--- src/rtl/sounder_pkg.sv ---
// Shared definitions for the sounder RX averager scheduler.
// Latency: n/a (constants, state encoding and a width helper only).
// Backpressure: n/a.
package sounder_pkg;

  // Scheduler state encoding, kept as plain 2-bit constants for legacy tools.
  localparam logic [1:0] ST_IDLE  = 2'd0;
  localparam logic [1:0] ST_ARMED = 2'd1;
  localparam logic [1:0] ST_CLEAR = 2'd2;
  localparam logic [1:0] ST_RUN   = 2'd3;

  // Widths of the averager's M and K configuration fields.
  localparam int M_W = 8;
  localparam int K_W = 4;

  // Beat counter width: wide enough to hold N*L without truncation.
  function automatic int beat_w(input int nwidth, input int awidth);
    return nwidth + awidth;
  endfunction

endpackage

--- src/rtl/sounder_beat_cnt.sv ---
// Loadable terminal-count beat counter with a terminal-hit flag.
// Latency: hit is combinational on the beat that reaches the terminal count.
// Backpressure: none; counts every cycle inc is high.
//
// Ports:
//   clk, rst  clock and async active-high reset
//   load      clears the count and captures term (term must be non-zero)
//   term      terminal count
//   inc       count one beat this cycle
//   hit       high when this cycle's beat makes count == term
module sounder_beat_cnt #(
  parameter int W = 26
) (
  input  logic         clk,
  input  logic         rst,
  input  logic         load,
  input  logic [W-1:0] term,
  input  logic         inc,
  output logic         hit
);

  logic [W-1:0] cnt;
  logic [W-1:0] term_m1;

  // term-1 is stored so the hit compare needs no adder in the flag path.
  always_ff @(posedge clk or posedge rst) begin
    if (rst) begin
      cnt     <= '0;
      term_m1 <= '0;
    end else if (load) begin
      cnt     <= '0;
      term_m1 <= term - W'(1);
    end else if (inc) begin
      cnt     <= cnt + W'(1);
    end
  end

  assign hit = inc && (cnt == term_m1);

endmodule

--- src/rtl/sounder_avg_sched.sv ---
// Capture scheduler for the sounder RX block averager: arm, trigger, clear, run N*L beats, done.
// Latency: start->armed 1 cycle; trig->avg_en CLR_CYC+1 cycles; final beat->done 1 cycle.
// Backpressure: none; avg_vout beats are counted only while avg_en is high.
//
// Ports:
//   clk, rst                       clock and async active-high reset
//   cfg_l/cfg_m/cfg_k/cfg_n        configuration, latched on an accepted start
//   start, stop, trig              arm, abort and timed trigger pulses
//   avg_vout                       averager output-valid beat
//   avg_en, avg_clr                averager enable and synchronous clear
//   avg_l, avg_m, avg_k            latched configuration to the averager
//   busy, armed                    status levels
//   done, aborted, err             one-cycle event pulses
//   stat_caps, stat_drops          capture / trigger-drop counters, only when
//                                  SOUNDER_AVG_SCHED_STATS_EN is defined
module sounder_avg_sched
  import sounder_pkg::*;
#(
  parameter int AWIDTH  = 10,
  parameter int NWIDTH  = 16,
  parameter int CLR_CYC = 2
) (
  input  logic              clk,
  input  logic              rst,
  input  logic [AWIDTH-1:0] cfg_l,
  input  logic [M_W-1:0]    cfg_m,
  input  logic [K_W-1:0]    cfg_k,
  input  logic [NWIDTH-1:0] cfg_n,
  input  logic              start,
  input  logic              stop,
  input  logic              trig,
  input  logic              avg_vout,
  output logic              avg_en,
  output logic              avg_clr,
  output logic [AWIDTH-1:0] avg_l,
  output logic [M_W-1:0]    avg_m,
  output logic [K_W-1:0]    avg_k,
  output logic              busy,
  output logic              armed,
  output logic              done,
  output logic              aborted,
  output logic              err
`ifdef SOUNDER_AVG_SCHED_STATS_EN
  ,
  output logic [31:0]       stat_caps,
  output logic [31:0]       stat_drops
`endif
);

  localparam int BW = beat_w(NWIDTH, AWIDTH);
  localparam logic [2:0] CLR_INIT = 3'(CLR_CYC - 1);

  logic [1:0]    state;
  logic [2:0]    clr_cnt;
  logic          cfg_bad;
  logic          accept;
  logic          beat;
  logic          last_beat;
  logic [BW-1:0] nl_prod;

  assign cfg_bad = (cfg_l == '0) || (cfg_n == '0);
  // stop has priority over start even in IDLE.
  assign accept  = (state == ST_IDLE) && start && !stop && !cfg_bad;
  assign nl_prod = BW'(cfg_n) * BW'(cfg_l);

  // Status and averager controls decode straight from the state register so
  // an async reset drops avg_en and raises avg_clr without a clock edge.
  assign avg_en  = (state == ST_RUN);
  assign avg_clr = (state != ST_RUN);
  assign busy    = (state != ST_IDLE);
  assign armed   = (state == ST_ARMED);
  assign beat    = avg_vout && avg_en;

  sounder_beat_cnt #(.W(BW)) u_beat_cnt (
    .clk  (clk),
    .rst  (rst),
    .load (accept),
    .term (nl_prod),
    .inc  (beat),
    .hit  (last_beat)
  );

  always_ff @(posedge clk or posedge rst) begin
    if (rst) begin
      state   <= ST_IDLE;
      clr_cnt <= '0;
      avg_l   <= AWIDTH'(1);
      avg_m   <= M_W'(1);
      avg_k   <= '0;
      done    <= 1'b0;
      aborted <= 1'b0;
      err     <= 1'b0;
    end else begin
      done    <= 1'b0;
      aborted <= 1'b0;
      err     <= 1'b0;
      if (stop && (state != ST_IDLE)) begin
        // Abort beats every other event, including a coinciding final beat.
        state   <= ST_IDLE;
        aborted <= (state == ST_CLEAR) || (state == ST_RUN);
      end else begin
        case (state)
          ST_IDLE: begin
            if (start && !stop) begin
              if (cfg_bad) begin
                err <= 1'b1;
              end else begin
                state <= ST_ARMED;
                avg_l <= cfg_l;
                avg_m <= (cfg_m == '0) ? M_W'(1) : cfg_m;
                avg_k <= cfg_k;
              end
            end
          end
          ST_ARMED: begin
            if (trig) begin
              state   <= ST_CLEAR;
              clr_cnt <= CLR_INIT;
            end
          end
          ST_CLEAR: begin
            err <= trig;
            if (clr_cnt == '0) begin
              state <= ST_RUN;
            end else begin
              clr_cnt <= clr_cnt - 3'd1;
            end
          end
          ST_RUN: begin
            err <= trig;
            if (last_beat) begin
              state <= ST_IDLE;
              done  <= 1'b1;
            end
          end
          default: state <= ST_IDLE;
        endcase
      end
    end
  end

`ifdef SOUNDER_AVG_SCHED_STATS_EN
  logic cap_evt;
  logic drop_evt;

  assign cap_evt  = last_beat && !stop;
  assign drop_evt = trig && !stop && ((state == ST_CLEAR) || (state == ST_RUN));

  // Saturating counters, cleared only by rst.
  always_ff @(posedge clk or posedge rst) begin
    if (rst) begin
      stat_caps  <= '0;
      stat_drops <= '0;
    end else begin
      if (cap_evt && (stat_caps != 32'hFFFF_FFFF)) begin
        stat_caps <= stat_caps + 32'd1;
      end
      if (drop_evt && (stat_drops != 32'hFFFF_FFFF)) begin
        stat_drops <= stat_drops + 32'd1;
      end
    end
  end
`else
  // Statistics counters are not built in this configuration.
`endif

endmodule

--- config.mk ---
export PLATFORM = sky130hd
export DESIGN_NAME = sounder_avg_sched
export DESIGN_NICKNAME = d
export VERILOG_FILES = /design/src/rtl/sounder_pkg.sv /design/src/rtl/sounder_beat_cnt.sv /design/src/rtl/sounder_avg_sched.sv
export SDC_FILE = /design/constraint.sdc
export NUM_CORES = 1
export LEC_CHECK = 0
export ABC_AREA = 1
export BUFFER_PORTS_ARGS = -buffer_cell sky130_fd_sc_hd__buf_2
export CAP_MARGIN = 20
export CORE_MARGIN = 4
export CORE_UTILIZATION = 68
export DETAILED_ROUTE_END_ITERATION = 10
export PLACE_DENSITY = 0.88
export SLEW_MARGIN = 10
export SYNTH_ARGS = -nofsm -noshare
export SYNTH_HDL_FRONTEND = slang
export SYNTH_SLANG_ARGS = --single-unit
--- constraint.sdc ---
create_clock -name clk -period 5.3 [get_ports clk]
set_clock_uncertainty 0.2 [all_clocks]
set_input_delay 1.06 -clock clk [delete_from_list [all_inputs] [get_ports clk]]
set_output_delay 1.06 -clock clk [all_outputs]
set_load 0.005 [all_outputs]
* Word-level counts from Yosys, hierarchy flattened
Cells that the tools add are included.
** Operators by class
- Add/subtract/negate cells :: 3
- Multiply operators :: 1
- Equal/unequal tests :: 12
- Multiplexer cells :: 21
- Bitwise gates (word level) :: 2
- Reduce and logical (&&, ||, !) cells :: 23
** Operators by type and width (count)
- 2-to-1 mux 26 bit :: 2
- adder 26 x 1 -> 26 bit (second input constant) :: 1
- equality test 26 bit :: 1
- multiplier 16 x 10 -> 26 bit :: 1
- subtractor 26 x 1 -> 26 bit (second input constant) :: 1
- logical NOT 16 bit :: 1
- 2-to-1 mux 2 bit :: 6
- logical NOT 10 bit :: 1
- inequality test 3 x 2 -> 1 bit (second input constant) :: 3
- logical NOT 8 bit :: 1
- 2-to-1 mux 8 bit :: 1
- case mux 2 bit (4 select lines) :: 1
- AND reduction 4 bit :: 2
- logical AND 1 bit :: 7
- 2-to-1 mux 1 bit :: 7
- 2-to-1 mux 3 bit :: 2
- inequality test 2 bit (second input constant) :: 3
- inequality test 3 x 1 -> 1 bit (second input constant) :: 2
- case mux 3 bit (2 select lines) :: 1
- nonzero test 2 bit :: 3
- AND reduction 5 bit :: 1
- equality test 2 bit (second input constant) :: 2
- logical NOT 3 bit :: 1
- subtractor 3 x 1 -> 3 bit (second input constant) :: 1
- 7 further kinds :: 10
** Storage, ports and cells
- Bits in registers :: 82
- Bits of input ports :: 44
- Output and inout port bits :: 29
- Word-level logic and storage cells :: 72

* Depth between registers and ports, before layout
- Word-level depth :: 6
- Mapped depth :: 25
- Depth with buffers taken out :: 23

* Hierarchy
From an unflattened synthesis, not the netlist that was laid out.
** Second synthesis, totals
- Cells, all modules :: 1607
- Area, all modules :: 10822.9 um^2
** Modules (own cells, without submodules)
- sounder_avg_sched :: instances 1, cells each 1074, area each 7308.3 um^2, sequential area each 753.2 um^2
- sounder_beat_cnt :: instances 1, cells each 533, area each 3514.6 um^2, sequential area each 1301.2 um^2

* Least setup slack after synthesis
No wires, ideal clock.
- Kind :: input to register
- Start point :: input cfg_l[2]
- End point :: register u_beat_cnt.term_m1[23]
- Setup time :: 0.117 ns
- Data arrival time :: 5.341 ns
- Required time :: 4.983 ns
- Slack :: -0.358 ns
- Stages on the path :: 21
- Cells stage by stage :: buf_2 -> clkbuf_1 -> nand2_1 -> fa_1 -> fa_1 -> inv_1 -> fa_1 -> fa_1 -> inv_1 -> fa_1 -> inv_1 -> ha_1 -> nand2_1 -> nor2_1 -> nand2_1 -> o21ai_0 -> nand2_1 -> nand2_1 -> nand2_1 -> nand3_1 -> nand2_1
** On the way
- Cells in the longest elaborated chain, start to end :: 4
- Elaborated cells on any way between the ends :: 6
** RTL lines
- start, declared :: line sounder_avg_sched.sv:25 : input logic [AWIDTH-1:0] cfg_l,
- parallel branches: the longest is 4 deep, another holds multiplier 16 x 10 -> 26 bit
- end signal, assigned :: line sounder_beat_cnt.sv:32 : term_m1 <= term - W'(1);
- end, declared :: line sounder_beat_cnt.sv:23 : logic [W-1:0] term_m1;
Parallel ways; which one is timed is not known.
A chain may end at the register's enable or synchronous reset.

* Final worst setup path
- Start point :: input cfg_l[7]
- End point :: register u_beat_cnt.term_m1[15]
The elaborated chain is that of the path after synthesis.

==> results.yml <==
outcome:
  outcome: "complete, but fails checks"
  violations: "setup timing"
clock_tree:
  clk_pin_slew_ns: 0.07
  clock_sinks: 82
  cts_hold_repair.buffers: 0
  cts_root_buffer: "clkbuf_16"
  cts_tree: "done"
  clk_latency_ns: 0.35
  cts_made_buffers: 9
  clockBufferDepth: 2
  htree_levels: 3
detailed_routing:
  via_per_inst: 5.64
  wl_met2_um: 14300
  wirelength_um: 28300
  highest_layer: "met4"
  dr.pass1.iters: 6
  drtIter0Drc: 843
  drcViolationCount: 0
  dr_wl_met3_um: 2320
  drtAntennaViolNets: 0
  drt-met1-wl_um: 10800
  vias: 9895
  wl_per_cell_um: 16.2
pwr:
  p_leak_nw: 7.06
  switching_share_pct: 50.7
  switchingPower_mw: 4.71
  p_comb_share_pct: 82.6
  finalPower_mw: 9.29
  ir_drop_mv: 0.757
  power_density_nw_per_um2: 746
  clockPowerShare_pct: 6.6
  pwr-share-seq_pct: 10.8
  p_int_mw: 4.58
critical_path:
  crit_chain: "buf_12 -> buf_12 -> nand2_4 -> inv_2 -> fa_1 -> fa_1 -> fa_1 -> fa_1 -> inv_2 -> fa_1 -> inv_2 -> ha_4 -> nand2_4 -> inv_2 -> nand2_2 -> nand2_2 -> a21oi_2 -> o21ai_4 -> buf_6 -> xnor2_2 -> o21ai_1"
  crit_fanout: 5
  end_kind: "register"
  ff2ff_path_depth: 9
  crit_required_ns: 5.30
  slowest_stage: "fa_1"
  rr_startpoint: "state[0]"
  cp-start-kind: "input pin"
  max_stage_delay_ns: 0.54
  cp.buffers_inverters: 7
  r2r_end: "avg_l[1]"
  crit_type: "in -> reg"
  r2r_slack_ns: 2.50
  crit_start: "cfg_l[7]"
  crit_arrival_ns: 5.32
  worst_path_most_repeated_cell: "fa_1"
  critical_path.top_delay_family: "adder cells"
sta:
  tightest_slew_ns: 0.833
  layout_setup_ws_ns: -0.0176
  setup_viol: 1
  rsz0062_at_grt: "yes"
  slew_violations: 0
  fmax_mhz: 188
  finalCritPeriodShare_pct: 100
  hold_viol: 0
  finalCriticalPeriod_ns: 5.32
  max_slew_margin_pct: 44.4
placement:
  numPortBuffers: 72
  place_area_um2: 11600
  hpwl_um: 21000
  dp_cells: 1730
  place.gp.congestion: 0.986
  place_ws_ns: -0.525
synthesis:
  async_flop_share_pct: 100
  mappedNetlistArea_um2: 10400
  synthTopCellsByArea: "fa_1 23%, dfrtp_1 19%, nand2_1 15%"
  yosys.area.top_type: "fa_1"
  synth.net_count: 1668
  synth-edff-count: 0
  synth_ff_type: "dfrtp_1"
  ys_ff_latch: 82
  ys_warn_count: 0
  ys_seq_area_share_pct: 19.8
  synth_cells: 1429
  ys_types: 46
  avgSynthCellArea_um2: 7.24
  synth_top_area_share_pct: 22.8
floorplanning:
  io_pins: 73
  die_h_um: 131
  die_area_um2: 17300
  core_um2: 14700
  die_x_um: 131
  start_util_pct: 70.4
  rows: 44
finish:
  area_growth_pct: 20.3
  fill_cells: 862
  final_common_cell: "nand2_1"
  antenna_cells: 0
  fin_util_pct: 84.7
  final_cell_mix: "381 x nand2_1, 351 x inv_1, 112 x fa_1"
  drive_gt1_share_pct: 19.8
  nets: 1803
  finalInstanceArea_um2: 12500
  finalNonFillerCells: 1753
grt:
  grt_max_degree: 50
  grt.total_usage_pct: 31.1
  grt_pass1_wl_um: 44800
  grt_pass1_vias: 9900
  antenna_found_initial: 0
  overflow: 0
min_path:
  min_path_type: "reg -> reg"
  hold_path.startpoint: "avg_k[0]"
  hold_path_depth: 2
  min_to: "avg_k[0]"
job:
  cap_violations: 0
==> what timing repair did <==
action | CTS | global route
gates resized for setup | 8 | 127
cloned | 0 | 1
endpoints found under the setup margin | 16 | 18
pin swaps | 2 | 54
setup buffers | 0 | 5
==> worst max path at each step <==
stage                     cells after the start  slack [ns]                     end
after floorplan                              23       -0.05  u_beat_cnt.term_m1[25]
after global placement                       19       -0.38  u_beat_cnt.term_m1[14]
after detailed placement                     20       -0.52  u_beat_cnt.term_m1[23]
after CTS                                    20       -0.03  u_beat_cnt.term_m1[16]
after global routing                         21       -0.12  u_beat_cnt.term_m1[24]
final                                        21       -0.02  u_beat_cnt.term_m1[15]
==> layout make-up <==
| class | count | area [um^2] | area share, % |
|---|---|---|---|
| multi-input combinational | 936 | 7220 | 58.0 |
| sequential | 82 | 2050 | 16.5 |
| inverter | 359 | 1350 | 10.8 |
| timing repair buffer | 176 | 1300 | 10.4 |
| clock buffer | 10 | 239 | 1.92 |
| tap | 184 | 230 | 1.85 |
| clock inverter | 6 | 57.6 | 0.462 |
==> cell usage after synthesis, drive strengths merged (2+ instances only) <==
| cell | n |
|---|---|
| inv | 359 |
| o21a | 5 |
| nor2 | 68 |
| dfrtp | 80 |
| nor3 | 13 |
| nor4 | 11 |
| nand2 | 416 |
| a21oi | 43 |
| nand3b | 3 |
| xnor2 | 10 |
| o2111ai | 3 |
| ha | 77 |
| clkbuf | 31 |
| o22ai | 4 |
| nand4 | 12 |
| or2 | 2 |
| a31oi | 3 |
| o21ai | 68 |
| nand3 | 53 |
| buf | 21 |
| xor2 | 11 |
| fa | 118 |
| dfstp | 2 |
| o211a | 2 |
| a21o | 6 |
==> worst min-delay path: cells and delay by family (launching register included) <==
kind,cells,cell delay (ns)
flip-flops,1,0.35
AND/OR/NAND/NOR,2,0.11
==> per-layer routing <==
layer  GRT usage, %  up-vias
met5              0        -
met1           40.2     4770
met2           54.6      477
met4           8.52        0
li1               -     4544
met3           5.05      104
==> stage by stage <==
step                setup TNS (ns)  hold WS, ns
global placement             -5.87        0.251
global route                -0.931        0.298
detailed placement           -7.95        0.258
finish                     -0.0176        0.284
floorplan                   -0.122        0.262
CTS                        -0.0453        0.281
==> state kept, by name (all words and copies together) (netlist names) <==
name / flops
aborted: 1
avg_k: 4
avg_l: 10
avg_m: 8
clr_cnt: 3
done: 1
err: 1
state: 2
u_beat_cnt.cnt: 26
u_beat_cnt.term_m1: 26
==> power by group through the flow <==
stage | combinational [mW] | sequential, mW | clock (mW)
after floorplan | 4.07 | 0.968 | 0
after global placement | 6.05 | 0.991 | 0
after detailed placement | 6.21 | 0.992 | 0
after CTS | 6.31 | 0.994 | 0.618
after global routing | 8.39 | 1.02 | 0.649
final | 7.67 | 1.00 | 0.618
==> kinds of logic after synthesis <==
family / share of synthesized area [%]
flops: 19.8
compound gates: 7.60
buf+inv: 15.4
simple gates: 23.3
fa+ha+maj: 32.1
xor+xnor: 1.78
No activity file was read; power rests on OpenSTA's default activity.
